[src/rtl/isram_fetch_align_pkg.sv]
// Shared fetch-side types: line-buffer entry, fill-state encoding and halfword select.
package isram_fetch_align_pkg;

    localparam logic [31:0] NOP_INSTR_DEFAULT = 32'h0000_0013;

    typedef struct packed {
        logic        valid;
        logic [28:0] tag;
        logic [63:0] data;
    } line_entry_t;

    typedef enum logic [1:0] {
        FILL_EMPTY = 2'd0,
        FILL_ONE   = 2'd1,
        FILL_TWO   = 2'd2
    } fill_state_t;

    function automatic logic [15:0] hw_sel(input logic [63:0] line, input logic [1:0] idx);
        logic [15:0] hw;
        case (idx)
            2'd0:    hw = line[15:0];
            2'd1:    hw = line[31:16];
            2'd2:    hw = line[47:32];
            default: hw = line[63:48];
        endcase
        return hw;
    endfunction

endpackage

[src/rtl/isram_fetch_align_if.sv]
// Fetch-side bundle: PC and SRAM read port in, aligned instruction and status out.
interface isram_fetch_align_if;
    logic [31:0] pc;
    logic        isram_cs;
    logic [28:0] isram_adr;
    logic [63:0] isram_rdata;
    logic        jb_ff;
    logic [31:0] rv32_instr;
    logic        isrv16;
    logic        fetch_misalign;
    logic        instr_valid;

    modport master (
        output pc, isram_cs, isram_adr, isram_rdata, jb_ff,
        input  rv32_instr, isrv16, fetch_misalign, instr_valid
    );

    modport slave (
        input  pc, isram_cs, isram_adr, isram_rdata, jb_ff,
        output rv32_instr, isrv16, fetch_misalign, instr_valid
    );
endinterface

[src/rtl/fetch_line_buf.sv]
// Two-entry instruction line buffer with write-select and dual tag lookup (line, line+1).
//   state      | meaning
//   FILL_EMPTY | no valid entries
//   FILL_ONE   | one valid entry
//   FILL_TWO   | both entries valid
module fetch_line_buf
    import isram_fetch_align_pkg::*;
(
    input  logic        clk,
    input  logic        rst,
    input  logic        wr_en,
    input  logic [28:0] wr_tag,
    input  logic [63:0] wr_data,
    input  logic        flush,
    input  logic [28:0] lo_tag,
    input  logic [28:0] hi_tag,
    output logic        lo_hit,
    output logic [63:0] lo_data,
    output logic        hi_hit,
    output logic [63:0] hi_data
);
    line_entry_t ent_q [2];
    logic        wr_sel;
    logic        new_tag;
    fill_state_t fill_q, fill_d;

    // Refresh a matching line first; never evict the line the PC is sitting on.
    always_comb begin
        new_tag = 1'b1;
        wr_sel  = 1'b1;
        if (ent_q[0].valid && ent_q[0].tag == wr_tag) begin
            wr_sel  = 1'b0;
            new_tag = 1'b0;
        end else if (ent_q[1].valid && ent_q[1].tag == wr_tag) begin
            wr_sel  = 1'b1;
            new_tag = 1'b0;
        end else if (!ent_q[0].valid) begin
            wr_sel = 1'b0;
        end else if (!ent_q[1].valid) begin
            wr_sel = 1'b1;
        end else if (ent_q[0].tag != lo_tag) begin
            wr_sel = 1'b0;
        end
    end

    always_comb begin
        lo_hit  = 1'b0;
        lo_data = '0;
        hi_hit  = 1'b0;
        hi_data = '0;
        for (int i = 1; i >= 0; i--) begin
            if (ent_q[i].valid && ent_q[i].tag == lo_tag) begin
                lo_hit  = 1'b1;
                lo_data = ent_q[i].data;
            end
            if (ent_q[i].valid && ent_q[i].tag == hi_tag) begin
                hi_hit  = 1'b1;
                hi_data = ent_q[i].data;
            end
        end
    end

    always_ff @(posedge clk or posedge rst) begin
        if (rst) begin
            ent_q[0] <= '0;
            ent_q[1] <= '0;
        end else if (flush) begin
            ent_q[1].valid <= 1'b0;
            if (wr_en) ent_q[0] <= '{valid: 1'b1, tag: wr_tag, data: wr_data};
            else       ent_q[0].valid <= 1'b0;
        end else if (wr_en) begin
            ent_q[wr_sel] <= '{valid: 1'b1, tag: wr_tag, data: wr_data};
        end
    end

    always_ff @(posedge clk or posedge rst) begin
        if (rst) fill_q <= FILL_EMPTY;
        else     fill_q <= fill_d;
    end

    always_comb begin
        fill_d = fill_q;
        if (flush) begin
            fill_d = wr_en ? FILL_ONE : FILL_EMPTY;
        end else if (wr_en) begin
            case (fill_q)
                FILL_EMPTY: fill_d = FILL_ONE;
                FILL_ONE:   if (new_tag) fill_d = FILL_TWO;
                default:    fill_d = fill_q;
            endcase
        end
    end

    fill_matches_valid: assert property (@(posedge clk) disable iff (rst)
        fill_q == fill_state_t'({1'b0, ent_q[0].valid} + {1'b0, ent_q[1].valid}));

endmodule

[src/rtl/isram_fetch_align.sv]
// Captures SRAM lines one cycle after isram_cs and extracts the 16/32-bit instruction at pc,
// including 32-bit instructions straddling two lines.
module isram_fetch_align
    import isram_fetch_align_pkg::*;
#(
    parameter logic [31:0] NOP_INSTR = NOP_INSTR_DEFAULT
)
(
    input  logic                clk,
    input  logic                cpurst,
    isram_fetch_align_if.slave  bus
);
    logic        req_q;
    logic [28:0] req_adr_q;
    logic [28:0] lo_tag, hi_tag;
    logic [1:0]  pc_hw;
    logic        buf_lo_hit, buf_hi_hit;
    logic [63:0] buf_lo_data, buf_hi_data;
    logic        byp_lo, byp_hi, lo_ok, hi_ok;
    logic [63:0] lo_line, hi_line;
    logic [15:0] lo_hw, hi_hw;
    logic [31:0] instr;
    logic        rv16, misalign;
    logic        unused_pc0;

    assign unused_pc0 = bus.pc[0];
    assign lo_tag     = bus.pc[31:3];
    assign hi_tag     = lo_tag + 29'd1;
    assign pc_hw      = bus.pc[2:1];

    always_ff @(posedge clk or posedge cpurst) begin
        if (cpurst) begin
            req_q     <= 1'b0;
            req_adr_q <= '0;
        end else begin
            req_q <= bus.isram_cs;
            if (bus.isram_cs) req_adr_q <= bus.isram_adr;
        end
    end

    fetch_line_buf u_line_buf (
        .clk     (clk),
        .rst     (cpurst),
        .wr_en   (req_q),
        .wr_tag  (req_adr_q),
        .wr_data (bus.isram_rdata),
        .flush   (bus.jb_ff),
        .lo_tag  (lo_tag),
        .hi_tag  (hi_tag),
        .lo_hit  (buf_lo_hit),
        .lo_data (buf_lo_data),
        .hi_hit  (buf_hi_hit),
        .hi_data (buf_hi_data)
    );

    // The in-flight response overrides the buffer so the line is usable in its arrival cycle.
    always_comb begin
        byp_lo   = req_q && (req_adr_q == lo_tag);
        byp_hi   = req_q && (req_adr_q == hi_tag);
        lo_ok    = byp_lo | buf_lo_hit;
        lo_line  = byp_lo ? bus.isram_rdata : buf_lo_data;
        hi_line  = byp_hi ? bus.isram_rdata : buf_hi_data;
        lo_hw    = hw_sel(lo_line, pc_hw);
        hi_ok    = lo_ok;
        hi_hw    = hw_sel(lo_line, pc_hw + 2'd1);
        if (pc_hw == 2'b11) begin
            hi_ok = byp_hi | buf_hi_hit;
            hi_hw = hi_line[15:0];
        end

        instr    = NOP_INSTR;
        rv16     = 1'b0;
        misalign = 1'b1;
        if (lo_ok && lo_hw[1:0] != 2'b11) begin
            instr    = {16'h0000, lo_hw};
            rv16     = 1'b1;
            misalign = 1'b0;
        end else if (lo_ok && hi_ok) begin
            instr    = {hi_hw, lo_hw};
            misalign = 1'b0;
        end
    end

    assign bus.rv32_instr     = instr;
    assign bus.isrv16         = rv16;
    assign bus.fetch_misalign = misalign;
    assign bus.instr_valid    = !misalign;

endmodule

[src/flat_wrapper.sv]
// flat-port wrapper written by rule: the top's interface ports become plain ports
module isram_fetch_align_flat import isram_fetch_align_pkg::*;
#(
    parameter logic [31:0] NOP_INSTR = NOP_INSTR_DEFAULT
)
  (clk, cpurst, bus_pc, bus_isram_cs, bus_isram_adr, bus_isram_rdata, bus_jb_ff, bus_rv32_instr, bus_isrv16, bus_fetch_misalign, bus_instr_valid);
  isram_fetch_align_if bus_i ();
  input  logic clk;
  input  logic cpurst;
  input wire logic [$bits(bus_i.pc)-1:0] bus_pc;
  input wire logic [$bits(bus_i.isram_cs)-1:0] bus_isram_cs;
  input wire logic [$bits(bus_i.isram_adr)-1:0] bus_isram_adr;
  input wire logic [$bits(bus_i.isram_rdata)-1:0] bus_isram_rdata;
  input wire logic [$bits(bus_i.jb_ff)-1:0] bus_jb_ff;
  output wire logic [$bits(bus_i.rv32_instr)-1:0] bus_rv32_instr;
  output wire logic [$bits(bus_i.isrv16)-1:0] bus_isrv16;
  output wire logic [$bits(bus_i.fetch_misalign)-1:0] bus_fetch_misalign;
  output wire logic [$bits(bus_i.instr_valid)-1:0] bus_instr_valid;
  assign bus_i.pc = bus_pc;
  assign bus_i.isram_cs = bus_isram_cs;
  assign bus_i.isram_adr = bus_isram_adr;
  assign bus_i.isram_rdata = bus_isram_rdata;
  assign bus_i.jb_ff = bus_jb_ff;
  assign bus_rv32_instr = bus_i.rv32_instr;
  assign bus_isrv16 = bus_i.isrv16;
  assign bus_fetch_misalign = bus_i.fetch_misalign;
  assign bus_instr_valid = bus_i.instr_valid;
  isram_fetch_align #(.NOP_INSTR(NOP_INSTR)) u_core (.clk(clk), .cpurst(cpurst), .bus(bus_i));
endmodule
[config.mk]
export PLATFORM = sky130hd
export DESIGN_NAME = isram_fetch_align_flat
export DESIGN_NICKNAME = d
export VERILOG_FILES = /design/src/rtl/isram_fetch_align_pkg.sv /design/src/rtl/isram_fetch_align_if.sv /design/src/rtl/fetch_line_buf.sv /design/src/rtl/isram_fetch_align.sv /design/src/flat_wrapper.sv
export SDC_FILE = /design/constraint.sdc
export NUM_CORES = 1
export LEC_CHECK = 0
export CORE_ASPECT_RATIO = 1.4
export CORE_MARGIN = 3
export CORE_UTILIZATION = 50
export DETAILED_ROUTE_END_ITERATION = 8
export PLACE_DENSITY = 0.86
export SYNTH_ARGS = -nofsm -noshare
export SYNTH_HDL_FRONTEND = slang
export SYNTH_HIERARCHICAL = 1
export SYNTH_SLANG_ARGS = --single-unit
[constraint.sdc]
create_clock -name clk -period 6.62 [get_ports clk]
set_input_delay 1.324 -clock clk [delete_from_list [all_inputs] [get_ports clk]]
set_output_delay 1.324 -clock clk [all_outputs]
set_load 0.05 [all_outputs]
==> results of run 1 <==
## through the flow
stage / setup TNS [ns] / utilization [%]
2_1_floorplan: 0 / -
3_3_place_gp: -11.15 / 63.8
3_5_place_dp: -13.12 / 63.8
4_1_cts: 0 / 68.6
5_1_grt: -0.131 / 69.6
6_report: 0 / 69.6
## worst paths after layout
| check | end | startpoint |
|---|---|---|
| hold reg to reg | u_core/u_line_buf/ent_q[111] | u_core/u_line_buf/ent_q[111] |
| setup / recovery | bus_rv32_instr[30] | bus_pc[12] |
| hold / removal | u_core/u_line_buf/ent_q[111] | u_core/u_line_buf/ent_q[111] |
| setup reg to reg | u_core/u_line_buf/ent_q[54] | u_core/u_line_buf/ent_q[177] |
| min in group asynchronous | u_core/req_adr_q[25] | cpurst |
| max in group asynchronous | u_core/u_line_buf/ent_q[172] | cpurst |
## power groups by stage
stage | registers (mW) | clock network [mW] | logic, mW
global placement | 2.03 | 0 | 1.37
CTS | 2.04 | 1.28 | 1.45
floorplan | 1.94 | 0 | 0.851
global route | 2.09 | 1.33 | 1.58
detailed placement | 2.06 | 0 | 1.40
finish | 2.06 | 1.26 | 1.49
## area by class of cell
| cell class | count | area, sq um |
|---|---|---|
| inverter | 100 | 380 |
| sequential | 218 | 5460 |
| clock buffer | 28 | 614 |
| tap | 385 | 482 |
| fill | 2309 | 9140 |
| timing repair buffer | 422 | 4100 |
| multi-input combinational | 1175 | 9760 |
| clock inverter | 14 | 100 |
## state kept, by name (all words and copies together) (netlist names)
| register | count |
|---|---|
| u_core/u_line_buf/ent_q | 188 |
| u_core/req_q | 1 |
| u_core/req_adr_q | 29 |
## what timing repair did
| action | 4_1_cts | 5_1_grt |
|---|---|---|
| setup endpoints to repair | 32 | 30 |
| resized for setup | 130 | 72 |
| setup buffers | 29 | 15 |
| pin swaps | 59 | 44 |
| gates cloned | 2 | 0 |
## placed cells by master, fill, tap and decap left out, types with 56 or more instances in the layout
cell and instances:
mux2_1 118, xnor2_1 107, dfrtp_1 218, inv_1 98, xor2_1 109, mux2_2 108
buf_4 220, o31ai_1 56, clkdlybuf4s50_1 97, nand2_1 197
## per-layer routing
layer / part of all wire, % / vias up / routed length (um) / GRT usage, %
li1: - / 6271 / - / -
met1: 34 / 6969 / 20600 / 37.9
met2: 50 / 618 / 29900 / 63.3
met3: 5.3 / 223 / 3180 / 4.15
met4: 11 / 0 / 6420 / 29.6
met5: 0 / - / 0 / 0
==> results.md, run 1 <==
- Clock share of power: 26.1%
- Die width: 153 um
- Vias in the first global route: 14300
- Port bufs: 162
- Final Skew: 0.0166 ns
- Slew Limit Headroom: 25.8%
- Sequential Power Share: 42.8%
- Fin. Hold Viols: 0
- Clock tree from TritonCTS: built
- Final non-filler cell total: 2342
- Starting Density: 50.7%
- Worst endpoint required time: 5.30 ns
- Setup WS pre-CTS: -0.528 ns
- Syn-to-layout area delta: 37.2%
- Hpwl dp: 45.5 mm
- Routed vias/inst: 6.01
- Kind of cell adding the most delay to the critical path: simple AND/OR/NAND/NOR gates
- Post-synthesis cell count: 1600
- Worst hold path cell count: 1
- Share of layout cells above drive strength 1: 30.2%
- Post-route ant nets: 0
- Final net count: 2070
- Net Sw Frac: 36.2%
- Syn Area/Cell: 9.52 sq um
- Crit path max fanout: 16
- Slowest-stage cell, CP: or4_1
- Post-route DRC: 0
- Outcome: finished, final reports clean
- CTS Buf Count: 23
- I/O pin total: 164
- Overflow after GRT: 0
- WP buf/inv: 4
- Leak: 8.73 nW
- CP Class: input port to primary output
- PwrDens: 230 nW/um^2
- Net Switching: 1.74 mW
- Clock buffer depth: 3
- Die Area: 32600 sq um
- Fin crit share: 99.9%
- Placed inst area: 19200 sq um
- Combinational share of power: 31.1%
- Worst Hold Class: register to register
- Period minus WS final: 6.61 ns
- Final Cell Area: 20900 sq um
- First-pass GRT wire length: 87.7 mm
- Largest net degree at the start of global routing: 96
- Fin. max-slew vios: 0
- Internal power: 3.07 mW
- Startpoint class of the critical path: input port
- Sink Count: 218
- Worst setup margin: 0.00804 ns
- Arrival time worst endpoint: 5.29 ns
- Die Y: 212 um
- WL/cell: 25.7 um
- Post-CTS Hold Buffers: 0
- ANT cells: 0
- Max cap viols: 0
- H-tree levels: 1
- Vias: 14100
- Core Region: 30000 sq um
- Placed cells: 2259
- Root Buffer: clkbuf_16
- Overall power: 4.81 mW
- Clock latency on the worst-skew pair: 0.54 ns
- Crit path depth: 13
- Syn Nets: 1730
- Worst Setup End Kind: primary output
- Hold Slack: 0.487 ns
- First-pass DRT Iterations: 5
- Iteration-0 DRC count of the detailed router: 1057
- Synth Cell Area: 15200 sq um
- GRT Total Usage: 35.7%
- Worst VDD drop: 0.207 mV
- Reg2reg path depth: 12
- Row Count: 75
- Worst Tran Pin Value: 1.11 ns
- YS warnings: 6
- Crit path cell chain: dlygate4sd2_1 -> buf_4 -> and3_1 -> nand3_2 -> o41ai_4 -> a21oi_1 -> or4_1 -> or4_1 -> or4_4 -> buf_12 -> mux2i_1 -> a211oi_4 -> buf_12
- Initial antenna violation count: 0
- Post-Route WL: 60.1 mm
- Max frequency: 151 MHz
- Final GP Congestion: 1.00
- CP max stage delay: 0.57 ns
- R2R Setup Slk: 2.70 ns
- Setup Viol. Count Final: 0
- Clock slew at reported path FFs: 0.06 ns
Power figures use the tool's default switching activity.
==> run 2, diff against run 1 <==
--- a/config.mk
+++ b/config.mk
@@ -8,8 +8,11 @@
 export CORE_ASPECT_RATIO = 1.4
 export CORE_MARGIN = 3
 export CORE_UTILIZATION = 50
+export CTS_CLUSTER_DIAMETER = 150
 export DETAILED_ROUTE_END_ITERATION = 8
 export PLACE_DENSITY = 0.86
+export SKIP_CTS_REPAIR_TIMING = 1
+export SKIP_LAST_GASP = 1
 export SYNTH_ARGS = -nofsm -noshare
 export SYNTH_HDL_FRONTEND = slang
 export SYNTH_HIERARCHICAL = 1
==> results.md, run 2 (same netlist as run 1, synthesis figures left out) <==
- Hpwl dp: 45.5 mm
- R2R Path End: u_core/u_line_buf/ent_q[36]
- CP max stage delay: 0.42 ns
- Clock latency on the worst-skew pair: 0.54 ns
- CTS Buf Count: 23
- Final Skew: 0.0150 ns
- Die Area: 32600 sq um
- Setup tns final: 0 ns
- Slowest-stage cell, CP: xor2_1
- Hold Slack: 0.487 ns
- Placed cells: 2259
- GRT Total Usage: 34.9%
- Final non-filler cell total: 2335
- Clock tree from TritonCTS: built
- H-tree levels: 1
- Most common cell after layout, fill and taps aside: buf_4
- Post-route ant nets: 0
- Max frequency: 151 MHz
- Overflow after GRT: 0
- Worst Hold Class: register to register
- Crit path to: bus_rv32_instr[18]
- Vias: 13900
- Worst Tran Pin Value: 1.08 ns
- Iteration-0 DRC count of the detailed router: 1003
- Startpoint class of the critical path: input port
- Clock buffer depth: 3
- Starting Density: 50.7%
- Die width: 153 um
- Fin. Hold Viols: 0
- Number of flip-flops in the largest register: 188
- Fillers: 2313
- Biggest regs: u_core/u_line_buf/ent_q: 188 flops, u_core/req_adr_q: 29 flops, u_core/req_q: 1 flops
- Vias in the first global route: 13900
- Leak: 8.86 nW
- Arrival time worst endpoint: 5.29 ns
- Sink Count: 218
- Root Buffer: clkbuf_16
- Slew Limit Headroom: 27.8%
- I/O pin total: 164
- Worst VDD drop: 0.200 mV
- PwrDens: 230 nW/um^2
- WL/cell: 25.5 um
- Routed vias/inst: 5.95
- Post-route DRC: 0
- R2r startpoint: u_core/u_line_buf/ent_q[177]
- Share of layout cells above drive strength 1: 29.0%
- Port bufs: 162
- Worst Setup End Kind: primary output
- Most used cell, CP: buf_4
- Critical path startpoint: bus_pc[22]
- Initial antenna violation count: 0
- Reg2reg path depth: 12
- Clock slew at reported path FFs: 0.06 ns
- Fin. max-slew vios: 0
- Worst endpoint required time: 5.30 ns
- Commonest cells after routing, fill and taps aside: buf_4 (224), dfrtp_1 (218), nand2_1 (197)
- Biggest register: u_core/u_line_buf/ent_q
- Crit path max fanout: 8
- ANT cells: 0
- Fin crit share: 99.9%
- R2R Setup Slk: 2.66 ns
- Max cap viols: 0
- Row Count: 75
- Syn-to-layout area delta: 36.2%
- Outcome: finished, final reports clean
- Final net count: 2063
- First-pass GRT wire length: 85.5 mm
- First-pass DRT Iterations: 5
- Largest net degree at the start of global routing: 96
- Overall power: 4.78 mW
- Post-Route WL: 59.5 mm
- CP Class: input port to primary output
- Setup Viol. Count Final: 0
- Period minus WS final: 6.62 ns
- Core Region: 30000 sq um
- Crit path cell chain: clkbuf_2 -> buf_6 -> xor2_1 -> nor4_2 -> buf_4 -> nand4_1 -> nor4_4 -> buf_4 -> clkbuf_16 -> buf_4 -> buf_4 -> o31ai_2 -> o21ai_1 -> a21oi_1 -> o311a_4 -> or3b_4 -> or3_4 -> buf_12 -> a211oi_4 -> buf_12
- Final GP Congestion: 1.00
- Die Y: 212 um
run 2: cell types whose count changed in the layout (fill, tap and decap cells not counted), sizes merged:
cell           delta
clkdlybuf4s15     -7
clkbuf            -1
buf              -10
dlymetal6s2s     +19
dlygate4sd2       -8
run 2: how the worst min path moves through the flow:
stage	cells past startpoint	endpoint	slack (ns)	from
finish	1	u_core/u_line_buf/ent_q[111]	0.49	u_core/u_line_buf/ent_q[111]
global route	1	u_core/u_line_buf/ent_q[138]	0.51	u_core/u_line_buf/ent_q[138]
CTS	1	u_core/u_line_buf/ent_q[128]	0.49	u_core/u_line_buf/ent_q[128]
detailed placement	1	u_core/u_line_buf/ent_q[142]	0.48	u_core/u_line_buf/ent_q[142]
global placement	1	u_core/u_line_buf/ent_q[147]	0.47	u_core/u_line_buf/ent_q[147]
floorplan	1	u_core/u_line_buf/ent_q[110]	0.46	u_core/u_line_buf/ent_q[110]
run 2: stage by stage:
stage | utilization (%) | cell area (sq um) | worst slack (ns)
floorplan | - | 15500 | 0.00449
global placement | 63.8 | 19200 | -0.463
detailed placement | 63.8 | 19200 | -0.528
CTS | 66.2 | 19900 | -0.528
global route | 69.1 | 20700 | -0.0440
finish | 69.1 | 20700 | 0.00395
run 2: critical path, delay by kind of cell:
family / cells / cell delay, ns
AOI/OAI and AO/OA: 5 / 1.09
xor gates and xnor gates: 1 / 0.42
buffers and inverters: 9 / 1.34
and+or+nand+nor: 5 / 1.09
run 2: layer usage:
| metal | up-vias | track usage [%] | part of all wire, % |
|---|---|---|---|
| li1 | 6273 | - | - |
| met1 | 6803 | 37.5 | 34 |
| met2 | 606 | 60.0 | 49 |
| met3 | 204 | 4.36 | 5.3 |
| met4 | 0 | 31.2 | 11 |
| met5 | - | 0 | 0 |
run 2: final cells by class:
class | count | area (sq um) | area share, %
flip-flops and latches | 218 | 5460 | 26.3
well taps | 385 | 482 | 2.32
clock buffers | 28 | 614 | 2.96
repair buffers | 415 | 4070 | 19.6
multi-input cells | 1175 | 9640 | 46.5
inverters | 100 | 380 | 1.83
clock inverters | 14 | 100 | 0.483
run 2: report_power, final:
part           switching (mW)  internal, mW  leakage, nW
Combinational           0.757         0.718         5.94
Sequential              0.382          1.67         2.56
Clock                   0.584         0.673        0.348
==> run 3, diff against run 2 <==
--- a/config.mk
+++ b/config.mk
@@ -5,12 +5,13 @@
 export SDC_FILE = /design/constraint.sdc
 export NUM_CORES = 1
 export LEC_CHECK = 0
+export ABC_CLOCK_PERIOD_IN_PS = 6720
 export CORE_ASPECT_RATIO = 1.4
 export CORE_MARGIN = 3
 export CORE_UTILIZATION = 50
 export CTS_CLUSTER_DIAMETER = 150
 export DETAILED_ROUTE_END_ITERATION = 8
-export PLACE_DENSITY = 0.86
+export PLACE_DENSITY = 0.84
 export SKIP_CTS_REPAIR_TIMING = 1
 export SKIP_LAST_GASP = 1
 export SYNTH_ARGS = -nofsm -noshare
==> constraint.sdc (replaced) <==
create_clock -name clk -period 6.72 [get_ports clk]
set_input_delay 1.344 -clock clk [delete_from_list [all_inputs] [get_ports clk]]
set_output_delay 1.344 -clock clk [all_outputs]
set_load 0.05 [all_outputs]
==> results.md, run 3 (same netlist as run 1, synthesis figures left out) <==
- Max cap viols: 0
- ANT cells: 0
- Clock slew at reported path FFs: 0.06 ns
- Arrival time worst endpoint: 5.29 ns
- Max frequency: 151 MHz
- Die Y: 212 um
- Final GP Congestion: 1.04
- Post-route DRC: 0
- Overflow after GRT: 0
- Clock tree from TritonCTS: built
- Starting Density: 50.7%
- Worst Setup End Kind: primary output
- Final Skew: 0.0155 ns
- Clock share of power: 31.1%
- Vias: 14000
- Commonest cells after routing, fill and taps aside: dfrtp_1 (218), buf_4 (205), nand2_1 (199)
- Placed cells: 2236
- Reg2reg path depth: 7
- Combinational share of power: 28.0%
- Worst Tran Pin Value: 1.07 ns
- Number of flip-flops in the largest register: 188
- Startpoint class of the critical path: input port
- Internal power: 3.30 mW
- GRT Total Usage: 33.4%
- Largest net degree at the start of global routing: 126
- Slew Limit Headroom: 27.7%
- Net Switching: 1.65 mW
- H-tree levels: 1
- CP Class: input port to primary output
- Clock latency on the worst-skew pair: 0.54 ns
- Row Count: 75
- Vias in the first global route: 14100
- Final net count: 2036
- Crit path max fanout: 8
- Setup WS pre-CTS: -0.393 ns
- Worst setup margin: 0.0827 ns
- Sink Count: 218
- Core Region: 30000 sq um
- Routed vias/inst: 6.06
- Biggest regs: u_core/u_line_buf/ent_q: 188 flops, u_core/req_adr_q: 29 flops, u_core/req_q: 1 flops
- R2r startpoint: u_core/req_adr_q[11]
- Final non-filler cell total: 2308
- First-pass GRT wire length: 83.3 mm
- Most common cell after layout, fill and taps aside: dfrtp_1
- R2R Setup Slk: 3.05 ns
- Die width: 153 um
- Worst endpoint required time: 5.38 ns
- Worst hold path cell count: 1
- Worst Hold Path EP: u_core/u_line_buf/ent_q[120]
- Initial antenna violation count: 1
- Die Area: 32600 sq um
- Fin crit share: 98.8%
- I/O pin total: 164
- Hold Slack: 0.487 ns
- Worst VDD drop: 0.193 mV
- Biggest register: u_core/u_line_buf/ent_q
- Period minus WS final: 6.64 ns
- Share of layout cells above drive strength 1: 26.6%
- WL/cell: 24.6 um
- Leak: 8.70 nW
- Net Sw Frac: 33.3%
- Syn-to-layout area delta: 34.4%
- Utilization after layout: 68.1%
- First-pass DRT Iterations: 6
- Sequential Power Share: 40.9%
- Post-route ant nets: 0
- Hpwl dp: 42.4 mm
- Overall power: 4.95 mW
- Port bufs: 162
- Post-Route WL: 56.8 mm
- Hold Startpoint: u_core/u_line_buf/ent_q[120]
- Fin. max-slew vios: 0
- Root Buffer: clkbuf_16
- Worst Hold Class: register to register
- CTS Buf Count: 24
- PwrDens: 242 nW/um^2
- Fin. Hold Viols: 0
- Outcome: finished, final reports clean
- R2R Path End: u_core/u_line_buf/ent_q[118]
- Iteration-0 DRC count of the detailed router: 1200
- Clock buffer depth: 3
- Setup Viol. Count Final: 0
## run 3: worst max-delay path, stage by stage
cell	delay, ns
dlymetal6s2s_1	0.16
xor2_1	0.15
nor4_1	0.37
buf_4	0.19
nand4_1	0.07
or4_4	0.59
buf_6	0.17
buf_12	0.11
o31ai_4	0.26
nand2b_4	0.16
mux2_4	0.14
o22ai_2	0.07
or3b_4	0.44
or3_4	0.39
buf_12	0.18
a211oi_4	0.30
buf_12	0.18
## run 3: worst max-delay path by stage
| stage | endpoint | start | slack [ns] |
|---|---|---|---|
| after global placement | bus_rv32_instr[16] | bus_pc[7] | -0.41 |
| after global routing | bus_rv32_instr[24] | bus_pc[24] | -0.06 |
| after detailed placement | bus_rv32_instr[21] | bus_pc[7] | -0.39 |
| after floorplan | bus_rv32_instr[21] | bus_pc[29] | 0.008 |
| final | bus_rv32_instr[24] | bus_pc[12] | 0.08 |
| after CTS | bus_rv32_instr[21] | bus_pc[7] | -0.40 |
## run 3: through the flow
stage / setup TNS, ns / cell area, sq um
after detailed placement: -8.31 / 19000
after global placement: -8.38 / 19000
after CTS: -8.44 / 19900
after global routing: -0.0963 / 20500
final: 0 / 20500
after floorplan: 0 / 15500
## run 3: power groups by stage
stage	logic, mW	registers (mW)	clock network [mW]
2_1_floorplan	0.838	1.91	0
3_3_place_gp	1.29	2.00	0
3_5_place_dp	1.32	2.03	0
4_1_cts	1.33	2.01	1.56
5_1_grt	1.46	2.06	1.62
6_report	1.39	2.02	1.54
## run 3: routing by layer
metal	vias to the layer above	wire [um]	share of wire, %	GRT usage (%)
li1	6210	-	-	-
met1	6810	19300	34	36.1
met2	729	28000	49	58.5
met3	228	3490	6.2	3.69
met4	0	5960	10	28.1
met5	-	0	0	0
## run 3: area by class of cell
class                           count  area (sq um)
Sequential cell                   218          5460
Multi-Input combinational cell   1175          9440
Inverter                          100           383
Clock buffer                       32           682
Clock inverter                     11           236
Fill cell                        2274          9570
Timing Repair Buffer              387          3780
Tap cell                          385           482
